[src/rtl/mem_access_ctrl.sv]
// MEM-stage data-memory access controller: one load/store per request over a req/ack word port.
// Optional build macro MEM_MISALIGN_TRAP_EN: trap misaligned ops instead of force-aligning them.
`ifndef NOREGWRITE
`define NOREGWRITE 3'b000
`endif

module mem_access_ctrl #(
   parameter int TIMEOUT_CYC = 255,
   parameter int CNT_W       = 8
) (
   input  logic        clk,
   input  logic        rst_n,
   input  logic        req_valid,
   input  logic        req_wr,
   input  logic [1:0]  req_size,
   input  logic [31:0] req_addr,
   input  logic [31:0] req_wdata,
   input  logic [2:0]  req_load_type,
   output logic        stall,
   output logic        mem_req,
   output logic [31:0] mem_addr,
   output logic [3:0]  mem_we,
   output logic [31:0] mem_wdata,
   input  logic        mem_ack,
   input  logic [31:0] mem_rdata,
   output logic        rsp_valid,
   output logic [31:0] rsp_data,
   output logic [1:0]  rsp_addr_lo,
   output logic [2:0]  rsp_load_type,
   output logic        bus_err
);

   typedef enum logic [1:0] {S_IDLE, S_WAIT, S_RESP} state_t;

   state_t           state, state_nxt;
   logic [CNT_W-1:0] cnt;
   logic             timeout;
   logic             trap;
   logic [1:0]       lo_al;
   logic [3:0]       be;
   logic [31:0]      wd_rep;

   logic [31:0]      op_addr, op_wdata, op_rdata;
   logic [3:0]       op_we;
   logic [1:0]       op_lo;
   logic [2:0]       op_type;
   logic             op_wr, op_err;

`ifdef MEM_MISALIGN_TRAP_EN
   assign trap  = ((req_size == 2'd1) && req_addr[0]) ||
                  (req_size[1] && (req_addr[1:0] != 2'b00));
   assign lo_al = req_addr[1:0];
`else
   // Misaligned ops are silently aligned down to their natural boundary.
   assign trap  = 1'b0;
   assign lo_al = req_size[1]          ? 2'b00 :
                  (req_size == 2'd1)   ? {req_addr[1], 1'b0} :
                                         req_addr[1:0];
`endif

   // NOTE: every variable driven in always_comb gets a default first, so no latch is inferred.
   always_comb begin
      be     = 4'b1111;
      wd_rep = req_wdata;
      case (req_size)
         2'd0: begin
            be     = 4'b0001 << lo_al;
            wd_rep = {4{req_wdata[7:0]}};
         end
         2'd1: begin
            be     = 4'b0011 << {lo_al[1], 1'b0};
            wd_rep = {2{req_wdata[15:0]}};
         end
         default: ;
      endcase
   end

   assign timeout = (cnt == CNT_W'(TIMEOUT_CYC - 1));

   // NOTE: sequential state uses non-blocking assignments so every flop samples pre-edge values.
   always_ff @(posedge clk or negedge rst_n) begin
      if (!rst_n) state <= S_IDLE;
      else        state <= state_nxt;
   end

   always_ff @(posedge clk or negedge rst_n) begin
      if (!rst_n)                          cnt <= '0;
      else if (state == S_WAIT && !mem_ack) cnt <= cnt + 1'b1;
      else                                 cnt <= '0;
   end

   // NOTE: the op datapath has no reset; every output using it is gated by state.
   always_ff @(posedge clk) begin
      if (state == S_IDLE && req_valid) begin
         op_addr  <= {req_addr[31:2], 2'b00};
         op_we    <= req_wr ? be : 4'b0000;
         op_wdata <= wd_rep;
         op_lo    <= lo_al;
         op_type  <= req_wr ? `NOREGWRITE : req_load_type;
         op_wr    <= req_wr;
         op_err   <= trap;
         op_rdata <= '0;
      end else if (state == S_WAIT) begin
         if (mem_ack) begin
            if (!op_wr) op_rdata <= mem_rdata;
         end else if (timeout) begin
            op_err <= 1'b1;
         end
      end
   end

   always_comb begin
      state_nxt = state;
      case (state)
         S_IDLE: if (req_valid) state_nxt = trap ? S_RESP : S_WAIT;
         S_WAIT: if (mem_ack || timeout) state_nxt = S_RESP;
         S_RESP: state_nxt = S_IDLE;
         default: state_nxt = S_IDLE;
      endcase
   end

   always_comb begin
      stall         = 1'b0;
      mem_req       = 1'b0;
      mem_addr      = '0;
      mem_we        = '0;
      mem_wdata     = '0;
      rsp_valid     = 1'b0;
      rsp_data      = '0;
      rsp_addr_lo   = '0;
      rsp_load_type = `NOREGWRITE;
      bus_err       = 1'b0;
      case (state)
         S_IDLE: stall = req_valid;
         S_WAIT: begin
            stall     = 1'b1;
            mem_req   = 1'b1;
            mem_addr  = op_addr;
            mem_we    = op_we;
            mem_wdata = op_wdata;
         end
         S_RESP: begin
            rsp_valid     = 1'b1;
            rsp_data      = op_err ? 32'h0 : op_rdata;
            rsp_addr_lo   = op_lo;
            rsp_load_type = op_err ? `NOREGWRITE : op_type;
            bus_err       = op_err;
         end
         default: ;
      endcase
   end

endmodule

[config.mk]
export PLATFORM = sky130hd
export DESIGN_NAME = mem_access_ctrl
export DESIGN_NICKNAME = d
export VERILOG_FILES = /design/src/rtl/mem_access_ctrl.sv
export SDC_FILE = /design/constraint.sdc
export NUM_CORES = 1
export LEC_CHECK = 0
export CAP_MARGIN = 0
export CORE_MARGIN = 3
export CORE_UTILIZATION = 42
export DETAILED_ROUTE_END_ITERATION = 10
export PLACE_DENSITY = 0.9
export SLEW_MARGIN = 0
export SYNTH_ARGS = -nofsm -noshare
export SYNTH_HDL_FRONTEND = slang
export SYNTH_SLANG_ARGS = --single-unit
[constraint.sdc]
create_clock -name clk -period 2.7 [get_ports clk]
set_input_delay 0.675 -clock clk [delete_from_list [all_inputs] [get_ports clk]]
set_output_delay 0.675 -clock clk [all_outputs]
set_load 0.05 [all_outputs]
== Word-level counts from Yosys, hierarchy flattened ==
Cells that the tools add are included.
W data, S select, Z words.

* Bits in registers: 115
* Bits of input ports: 106
* Output and inout bits: 109
* Logic and storage cells: 50

* $add $sub $neg: 1
* Equal/unequal tests: 6
* Shift-type cells: 2
* Mux-type cells: 20
* Bitwise logic cells: 2
* Reductions and logical operators: 9

{| class="wikitable"
|+ Operators by type and width
! cell !! count
|-
| $mux W32 || 4
|-
| $pmux W32 S2 || 1
|-
| $add A8 B1 Y8 const B || 1
|-
| $eq A8 B8 Y1 const B || 1
|-
| $mux W2 || 4
|-
| $mux W8 || 1
|-
| $pmux W4 S2 || 1
|-
| $mux W3 || 2
|-
| $reduce_and A3 Y1 || 2
|-
| $eq A2 B1 Y1 const B || 2
|-
| $logic_not A2 Y1 || 2
|-
| $mux W1 || 4
|-
| $mux W4 || 1
|-
| $pmux W2 S2 || 1
|-
| $shl A1 B2 Y4 const A || 1
|-
| $shl A2 B2 Y4 const A || 1
|-
| $eq A2 B2 Y1 const B || 1
|-
| $logic_and A1 B1 Y1 || 2
|-
| $ne A2 B1 Y1 const B || 1
|-
| $ne A2 B2 Y1 const B || 1
|-
| $not A1 Y1 || 2
|-
| $pmux W1 S2 || 1
|-
| $reduce_and A2 Y1 || 1
|-
| $logic_not A1 Y1 || 1
|-
| $logic_or A1 B1 Y1 || 1
|}

== Logic depth before layout (Yosys ltp) ==
* Depth in word-level cells: 5
* Depth in mapped cells: 5
* Gate-level depth less buffers: 5

== Worst setup path before layout ==
No wires, ideal clock.

* Path kind: register to output
* Start point: register state[1]
* End point: output port mem_addr[23]
* Data arrival time: 1801 ps
* Data required time: 2025 ps
* Slack: 224 ps
* Stages on the path, launching flop included: 4
* Buffers on the path: 1
* Path through: dfrtp_1 > and2b_1 > clkbuf_1 > and2_1

* Word-level cells in the longest chain between the ends: 2

{| class="wikitable"
|+ Ends and longest elaborated chain
! item !! line !! text
|-
| start: declaration || 35 || <nowiki>state_t state, state_nxt;</nowiki>
|-
| start signal: assignment || 83 || <nowiki>else state <= state_nxt;</nowiki>
|-
| $eq A2 B1 Y1 || 133 || <nowiki>case (state)</nowiki>
|-
| $mux W32 || 133 ||
|-
| end: declaration || 21 || <nowiki>output logic [31:0] mem_addr,</nowiki>
|}

Every way passes these cells.

== Worst setup path in the final report ==
* Start point: register state[1]
* End point: output port mem_wdata[22]

* Word-level cells in the longest chain between the ends: 2

{| class="wikitable"
|+ Ends and longest elaborated chain
! item !! line !! text
|-
| $eq A2 B1 Y1 || 133 ||
|-
| $mux W32 || 133 ||
|-
| end: declaration || 23 || <nowiki>output logic [31:0] mem_wdata,</nowiki>
|}

Every way passes these cells.

==> impl_metrics.py <==
metrics = {
    "sta": {
        "worstMarginPinSlew_ns": 0.787,
        "finalHoldViolations": 0,
        "clock_skew_ns": 0.00840,
        "layout_setup_ws_ns": 0.189,
        "fin_crit_sh": 0.930,
        "finalSetupViolations": 0,
        "slew_violations": 0,
        "grt_setup_unrepaired": "no",
        "fmax_mhz": 398,
        "fin_crit_ns": 2.51,
        "relSlewSlack": 0.475,
        "finalSetupTns_ns": 0,
    },
    "routing": {
        "drt_drc_violations_left": 0,
        "first_pass_iters": 5,
        "drt_iter0_markers": 290,
        "routed_wl_mm": 16.1,
        "routedWlPerCell_um": 19.8,
        "vias": 4212,
        "via_per_inst": 5.19,
        "final_antenna_net_count": 0,
    },
    "clocking": {
        "cts_tree": "done",
        "cts_resized": 0,
        "root_buffer": "clkbuf_16",
        "clk_path_buf_depth": 2,
        "cts-buffers-inserted": 17,
        "postCtsSetupBuffers": 0,
        "htree_num_levels": 4,
        "clk_latency_ns": 0.41,
        "clkTransAtPathRegs_ns": 0.05,
        "hold_buffers": 0,
        "clock-sinks": 115,
    },
    "final_layout": {
        "fillerInstances": 616,
        "area_delta_synth_final_pct": 80.4,
        "final_core_util": 0.779,
        "stdcell_count": 812,
        "final_nets": 764,
        "drive_gt1_frac": 0.253,
        "diodes": 0,
        "stdcell_area_um2": 8930,
    },
    "global_routing": {
        "grt_max_degree": 71,
        "grt.total_usage": 0.252,
        "grt_first_pass_wirelength_mm": 25.0,
        "antenna_found_initial": 1,
        "grt_pass1_vias": 4628,
        "globalRouteOverflowTotal": 0,
    },
    "worst_setup_path": {
        "critPathCaptureType": "output pin",
        "required_ns": 2.03,
        "criticalPathCategory": "reg -> out",
        "worstPathArrival_ns": 1.84,
        "critPathMaxFanout": 70,
        "critPathLaunchType": "flip-flop",
    },
    "synthesis": {
        "synth.top_cell.area_share": 0.437,
        "synth_area_um2": 4950,
        "synth.most_common_cell": "nand2_1",
        "synth_common_cells": "74 x nand2_1, 72 x edfxtp_1, 70 x and2_1, 36 x a21oi_1, 35 x and3_1",
        "synth-async-reset-ratio": 0.0870,
        "syn_avg_cell_area_um2": 11.1,
        "synth_edf_count": 72,
        "yosys_warnings": 0,
        "synth_cell_types": 34,
        "synth_top_area_cell": "edfxtp_1",
        "synth_area_leaders": "edfxtp_1 44%, dfxtp_1 13%, and2_1 8.8%",
        "synth_seq_area_share": 0.621,
        "synthFlopType": "edfxtp_1",
        "ys_seq_elements": 115,
        "syn_inst": 445,
    },
    "place": {
        "portBuffers": 212,
        "place_inst": 780,
        "place.gp.congestion": 0.876,
        "place_area_um2": 8290,
        "dp_hpwl_mm": 11.3,
        "place_ws_ns": 0.451,
    },
    "floorplan": {
        "rows": 39,
        "start_util": 0.432,
        "die_h_um": 115,
        "core_area_um2": 11500,
        "fp.dieW_um": 115,
        "io_pins": 215,
        "die_area_um2": 13100,
    },
    "min_path": {
        "holdCritPathClass": "reg -> reg",
    },
    "pwr": {
        "p_leak_nw": 3.54,
        "peakVddDrop_v": 0.000630,
        "powerDensity_nw_per_um2": 831,
    },
    "flow_run": {
        "cap_violations": 0,
    },
    "run_status": {
        "outcome": "complete, no violations",
    },
}
-- layer usage --
metal,routed length [um],track usage,up-vias
met1,5710,0.267,2025
met2,8380,0.437,207
met4,460,0.102,0
met3,1560,0.112,37
met5,0,0,-
li1,-,-,1943
-- cell type report --
type                       instances  area [um^2]  share of cell area
multi-input combinational        295         1740               0.195
clock buffer                      28          613              0.0687
clock inverter                     4         23.8             0.00266
sequential                       115         3070               0.344
tap                              143          179              0.0200
inverter                           4         15.0             0.00168
timing repair buffer             223         3290               0.368
-- power by group --
group	internal (mW)	total [mW]	switching, mW	leakage, nW
clock network	1.55	2.33	0.779	0.318
registers	2.18	2.28	0.109	1.09
logic	1.25	2.81	1.56	2.14
total	4.97	7.42	2.44	3.54
-- kinds of logic (layout without fill, tap and decap cells) --
kind of cell	after synthesis	count (layout)	synth area share
AOI/OAI and AO/OA	53	53	0.0564
xor gates and xnor gates	3	3	0.00531
adders and majority gates	2	2	0.00505
buffers and inverters	36	259	0.0341
DFF	115	115	0.621
muxes	24	24	0.0526
other	1	2	0.000758
and+or+nand+nor	211	211	0.225
-- placed cells by master, fill, tap and decap left out, types with 8 or more instances in the layout --
cell type,Yosys,layout
nand2_1,74,74
dfxtp_1,33,33
o21ai_0,12,12
edfxtp_1,72,72
and3_1,35,35
mux2_2,16,16
nor2_1,13,13
a21oi_1,36,36
dfrtp_1,10,10
clkbuf_16,0,22
buf_4,5,10
buf_12,0,108
clkdlybuf4s50_1,0,105
and2_1,70,70
mux2i_1,8,8
-- worst max-delay path: stages, from the launching register on --
cell and delay, ns:
dfrtp_1 0.47, and2b_2 0.28, buf_12 0.24, and2_1 0.25, buf_12 0.16
-- state kept, by name (all words and copies together) (netlist names) --
register,cells
op_wr,1
op_wdata,32
op_addr,30
op_type,3
cnt,8
op_err,1
op_lo,2
state,2
op_we,4
op_rdata,32
-- metrics by stage --
stage | hold slack [ns] | power [mW]
2_1_floorplan | 0.379 | 3.65
3_3_place_gp | 0.438 | 5.03
3_5_place_dp | 0.442 | 5.10
4_1_cts | 0.449 | 7.46
5_1_grt | 0.467 | 7.67
6_report | 0.447 | 7.42
-- final timing paths --
path,startpoint,end,slack [ns],depth (start not counted)
max in group asynchronous,rst_n,state[1],1.79,1
min in group asynchronous,rst_n,cnt[4],0.59,1
min reg2reg,op_rdata[27],op_rdata[27],0.45,2
max reg2reg,state[1],cnt[7],1.14,4
min,op_rdata[27],op_rdata[27],0.45,2
max,state[1],mem_wdata[22],0.19,4
No activity file was read; power rests on OpenSTA's default activity.
